<file path="src/rtl/gray_pkg.sv">
// rtl/gray_pkg.sv - shared Gray-code helpers and constants for gray_counter
//
// Contents:
//   conv_dir_e  conversion direction selector for gray_conv (B2G / G2B)
//   CNT_ZERO    32-bit all-zeros constant (callers slice to their width)
//   CNT_ONES    32-bit all-ones constant (callers slice to their width)
//   bin2gray    binary -> Gray, up to 32 bits
//   gray2bin    Gray -> binary, up to 32 bits
package gray_pkg;

    typedef enum logic {
        B2G = 1'b0,
        G2B = 1'b1
    } conv_dir_e;

    localparam logic [31:0] CNT_ZERO = 32'h0000_0000;
    localparam logic [31:0] CNT_ONES = 32'hFFFF_FFFF;

    // Narrower values are zero-extended by the caller. The zero upper bits
    // leave the low bits of the result unchanged.
    function automatic logic [31:0] bin2gray(input logic [31:0] b);
        return b ^ (b >> 1);
    endfunction

    // Prefix XOR from the MSB down. Zero-extended upper bits contribute nothing.
    function automatic logic [31:0] gray2bin(input logic [31:0] g);
        logic [31:0] b;
        b[31] = g[31];
        for (int i = 30; i >= 0; i--) begin
            b[i] = b[i+1] ^ g[i];
        end
        return b;
    endfunction

endpackage

</file>
<file path="src/rtl/gray_conv.sv">
// rtl/gray_conv.sv - combinational binary/Gray converter wrapping gray_pkg
//
// Parameters:
//   WIDTH  bus width, 2..32
//   DIR    B2G: dout = bin2gray(din); G2B: dout = gray2bin(din)
// Ports:
//   din   in   WIDTH  value to convert
//   dout  out  WIDTH  converted value
module gray_conv
    import gray_pkg::*;
#(
    parameter int        WIDTH = 4,
    parameter conv_dir_e DIR   = B2G
) (
    input  logic [WIDTH-1:0] din,
    output logic [WIDTH-1:0] dout
);

    logic [31:0] wide_in;

    assign wide_in = 32'(din);

    generate
        if (DIR == B2G) begin : g_b2g
            assign dout = WIDTH'(bin2gray(wide_in));
        end else begin : g_g2b
            assign dout = WIDTH'(gray2bin(wide_in));
        end
    endgenerate

endmodule

</file>
<file path="src/rtl/gray_counter.sv">
// rtl/gray_counter.sv - registered Gray-code up/down counter with wrap/saturate
//
// Optional feature macro: GRAY_CNT_LOAD_EN (adds load / load_gray ports).
// Parameters:
//   WIDTH      counter width, 2..32
//   WRAP_MODE  1 = wrap at the ends, 0 = saturate at the ends
// Ports:
//   clk        in   1      rising-edge clock
//   rst_n      in   1      asynchronous active-low reset
//   en         in   1      advance one step this cycle
//   up         in   1      1 = count up, 0 = count down (used only when en=1)
//   load       in   1      parallel load strobe, priority over en (macro only)
//   load_gray  in   WIDTH  Gray-coded load value (macro only)
//   cnt_bin    out  WIDTH  registered binary count
//   cnt_gray   out  WIDTH  registered Gray count
//   tc         out  1      registered one-cycle terminal-count pulse
module gray_counter
    import gray_pkg::*;
#(
    parameter int WIDTH     = 4,
    parameter int WRAP_MODE = 1
) (
    input  logic             clk,
    input  logic             rst_n,
    input  logic             en,
    input  logic             up,
`ifdef GRAY_CNT_LOAD_EN
    input  logic             load,
    input  logic [WIDTH-1:0] load_gray,
`endif
    output logic [WIDTH-1:0] cnt_bin,
    output logic [WIDTH-1:0] cnt_gray,
    output logic             tc
);

    localparam logic [WIDTH-1:0] ZERO = CNT_ZERO[WIDTH-1:0];
    localparam logic [WIDTH-1:0] ONES = CNT_ONES[WIDTH-1:0];

    logic [WIDTH-1:0] b_nxt;
    logic [WIDTH-1:0] gray_nxt;
    logic             tc_nxt;

`ifdef GRAY_CNT_LOAD_EN
    logic [WIDTH-1:0] load_bin;

    gray_conv #(
        .WIDTH (WIDTH),
        .DIR   (G2B)
    ) u_load_conv (
        .din  (load_gray),
        .dout (load_bin)
    );
`endif

    // End detection compares against constants, not the adder carry, so the
    // saturate case can hold without an extra adder bit.
    always_comb begin
        b_nxt  = cnt_bin;
        tc_nxt = 1'b0;
`ifdef GRAY_CNT_LOAD_EN
        if (load) begin
            b_nxt = load_bin;
        end else
`endif
        if (en) begin
            if (up) begin
                if (cnt_bin == ONES) begin
                    tc_nxt = 1'b1;
                    if (WRAP_MODE != 0) begin
                        b_nxt = ZERO;
                    end
                end else begin
                    b_nxt = cnt_bin + WIDTH'(1);
                end
            end else begin
                if (cnt_bin == ZERO) begin
                    tc_nxt = 1'b1;
                    if (WRAP_MODE != 0) begin
                        b_nxt = ONES;
                    end
                end else begin
                    b_nxt = cnt_bin - WIDTH'(1);
                end
            end
        end
    end

    // The Gray output is registered from the next-state value so that it
    // comes straight from flops and never glitches downstream of a CDC.
    gray_conv #(
        .WIDTH (WIDTH),
        .DIR   (B2G)
    ) u_next_conv (
        .din  (b_nxt),
        .dout (gray_nxt)
    );

    always_ff @(posedge clk or negedge rst_n) begin
        if (!rst_n) begin
            cnt_bin  <= '0;
            cnt_gray <= '0;
            tc       <= 1'b0;
        end else begin
            cnt_bin  <= b_nxt;
            cnt_gray <= gray_nxt;
            tc       <= tc_nxt;
        end
    end

endmodule

</file>
<file path="config.mk">
export PLATFORM = sky130hd
export DESIGN_NAME = gray_counter
export DESIGN_NICKNAME = d
export VERILOG_FILES = /design/src/rtl/gray_pkg.sv /design/src/rtl/gray_conv.sv /design/src/rtl/gray_counter.sv
export SDC_FILE = /design/constraint.sdc
export NUM_CORES = 1
export LEC_CHECK = 0
export ABC_AREA = 1
export CAP_MARGIN = 20
export CORE_MARGIN = 1
export CORE_UTILIZATION = 30
export DETAILED_ROUTE_END_ITERATION = 8
export PLACE_DENSITY = 0.51
export SLEW_MARGIN = 20
export SYNTH_ARGS = -nofsm -noshare
export SYNTH_HDL_FRONTEND = slang
export SYNTH_SLANG_ARGS = --single-unit
</file>
<file path="constraint.sdc">
create_clock -name clk -period 1.8 [get_ports clk]
set_clock_uncertainty 0.1 [all_clocks]
set_input_delay 0.27 -clock clk [delete_from_list [all_inputs] [get_ports clk]]
set_output_delay 0.27 -clock clk [all_outputs]
set_load 0.02 [all_outputs]
</file>
==> impl_results.md <==
- Run status: finished, final reports clean
- First-pass GRT wire length: 1.324 mm
- Met2 Track Usage GR: 18.75%
- WP buf/inv: 1
- Post-synth top flop: dfrtp_1
- Die X: 41.13 um
- Worst Setup Start Kind: flop
- Crit-path cells: clkdlybuf4s50_1
- CTS Root Cell: clkbuf_4
- Net Sw Power: 455.2 uW
- Die H: 41.13 um
- Overall Power: 1.067 mW
- Number of buffers created by CTS: 3
- Max-slew headroom: 76.34%
- P_int: 611.9 uW
- Met3 Use GR: 9.783%
- Asr flop ratio synth: 100.0%
- DRC: 0
- EDFF count, synth: 0
- Layout area overhead: 37.87%
- Reg clk slew, reported paths: 50 ps
- CTS tree: yes
- Flop pwr share: 29.4%
- Full die area: 1691 um^2
- Busiest grt layer: met2
- Core box area: 1366 um^2
- 1st-pass router iterations: 4
- Register area share after synthesis: 43.60%
- Number of diodes: 0
- Clock share of power: 12.7%
- #FFs+latches synth: 8
- Hold slack: 188.5 ps
- Period Utilization, post-route: 96.12%
- Min Clock Period, post-route: 1730 ps
- Post-Syn Instances: 55
- Final net count: 79
- Synth top cells by count: nand2_1 (11), inv_1 (9), dfrtp_1 (8), nand3_1 (8), nor2_1 (4)
- Critical Path Fanout Max: 7
- CP delay by family, top: buffers and inverters
- # port buffers: 12
- Logic gate share of total power: 57.9%
- GRT Util Overall: 13.24%
- Switching Fraction: 42.66%
- Met1 Track Usage GR: 15.18%
- Max Freq: 0.5780 GHz
- Antenna violations before repair: 0
- Core Rows: 13
- H-Tree Level Count: 1
- Synth cell types: 15
- Largest cells by area after synthesis: dfrtp_1 (44%), nand2_1 (9.0%), nand3_1 (8.7%), inv_1 (7.4%), xor2_1 (5.7%)
- Finished Core Util: 46.34%
- Final hold violations: 0
- Final wirelength: 854 um
- Max-slew violations: 0
- Initial DRC Count: 1
- Initial Utilization: 33.61%
- Maximum buffer depth of the clock tree: 2
- Hold WC Path Type: in -> async
- Hpwl dp: 666.1 um
- Slew @ Worst Pin: 353.8 ps
- Syn nets: 61
- Multi-input logic area: 214.0 um^2
- Vias per inst: 4.640
- Crit end category: primary output
- Syn_area_per_cell: 8.349 um^2
- Max_cap viols: 0
- Area leader, netlist: dfrtp_1
- Slowest-stage cell, CP: clkdlybuf4s50_1
- Critical Path RT: 1430 ps
- Arrival time worst endpoint: 1360 ps
- R2R depth: 7
- CTS Sinks: 8
- Yosys warnings: 0
- Average routed wire per standard cell: 9.930 um
- GP Congestion: 0.7921
- Critical path class: reg -> out
- # Post-CTS Setup Buffers: 0
- Setup_tns: 0 ps
- I/O Pins: 13
- Top-count cell post-synth: nand2_1
- Worst-skew pair later-pin latency: 250 ps
- Final setup viols: 0
- Top cell type's share of synthesized area: 43.60%
- Levels on crit path: 1
- Aggregate global routing overflow: 0
- Leakage: 0.3275 nW
- Storage cell area: 200.2 um^2
- Vias in the first global route: 322
- Post-Syn Area: 459.2 um^2
- Final ANT Viol Nets: 0
- Largest net degree at the start of global routing: 9
- Filler cells: 144
- Fraction of layout cells with a size suffix above 1: 15.49%
- Pwr Density: 1686 nW/um^2
- Overall via count from detail_route: 399
- VDD IR max: 658.9 uV
- Slowest stage delay, CP: 650 ps
- RSZ-0062 raised after global routing: no
-- layer usage --
metal  wire, um  vias to the layer above
met1        405                      179
met3         63                        2
met4         12                        0
li1           -                      207
met5          0                        -
met2        373                       11
-- power groups by stage --
stage	sequential, mW	clock, mW	combinational, mW
4_1_cts	0.317	0.144	0.626
5_1_grt	0.325	0.150	0.693
6_report	0.314	0.136	0.618
3_3_place_gp	0.320	0	0.627
3_5_place_dp	0.320	0	0.625
2_1_floorplan	0.428	0	0.268
-- timing repair --
item / CTS / global route
hold buffers: 0 / 0
resized for setup: 0 / 2
endpoints found under the setup margin: 0 / 2
-- worst paths after layout --
check / from / to / slack [ps]
max in group asynchronous: rst_n / cnt_bin[0] / 1150
min in group clk: cnt_bin[0] / cnt_bin[0] / 530
worst max register to register: cnt_bin[1] / cnt_gray[0] / 180
worst max-delay path: cnt_bin[1] / cnt_bin[1] / 70
worst min-delay path: rst_n / tc / 190
worst min register to register: cnt_bin[0] / cnt_bin[0] / 530
-- flip-flops by register name, summed over array words and instances (netlist names) --
register  cells
cnt_gray      3
cnt_bin       4
tc            1
-- area by class of cell --
class                      count  share of cell area [%]
sequential                     8                   31.62
tap                           15                   2.964
inverter                      10                   5.929
clock buffer                   3                   3.557
multi-input combinational     36                   33.79
timing repair buffer          14                   22.13
-- stage by stage --
stage	worst slack, ps	std cells	area [um^2]
3_3_place_gp	79.41	83	605.6
4_1_cts	30.40	86	628.1
2_1_floorplan	152.1	55	459.2
5_1_grt	14.53	86	633.1
6_report	69.76	86	633.1
3_5_place_dp	80.99	83	605.6
-- cell usage in the layout, fill, tap and decap left out, types with 2 or more instances in the layout --
cell type        instances
nor2_1                   4
dlymetal6s2s_1           2
dfrtp_1                  8
xor2_1                   3
clkdlybuf4s50_1         10
nand3_1                  8
nand2_1                 11
buf_4                    2
a21oi_1                  2
o21ai_2                  2
inv_1                    9
ha_1                     2
clkbuf_4                 3
-- kinds of logic after synthesis --
logic type                 synth area share (%)
xor gates and xnor gates                  9.266
buffers and inverters                     9.809
and+or+nand+nor                           25.89
AOI/OAI and AO/OA                         5.995
adders and majority gates                 5.449
DFF                                       43.60
(Power assumes the default switching activity.)
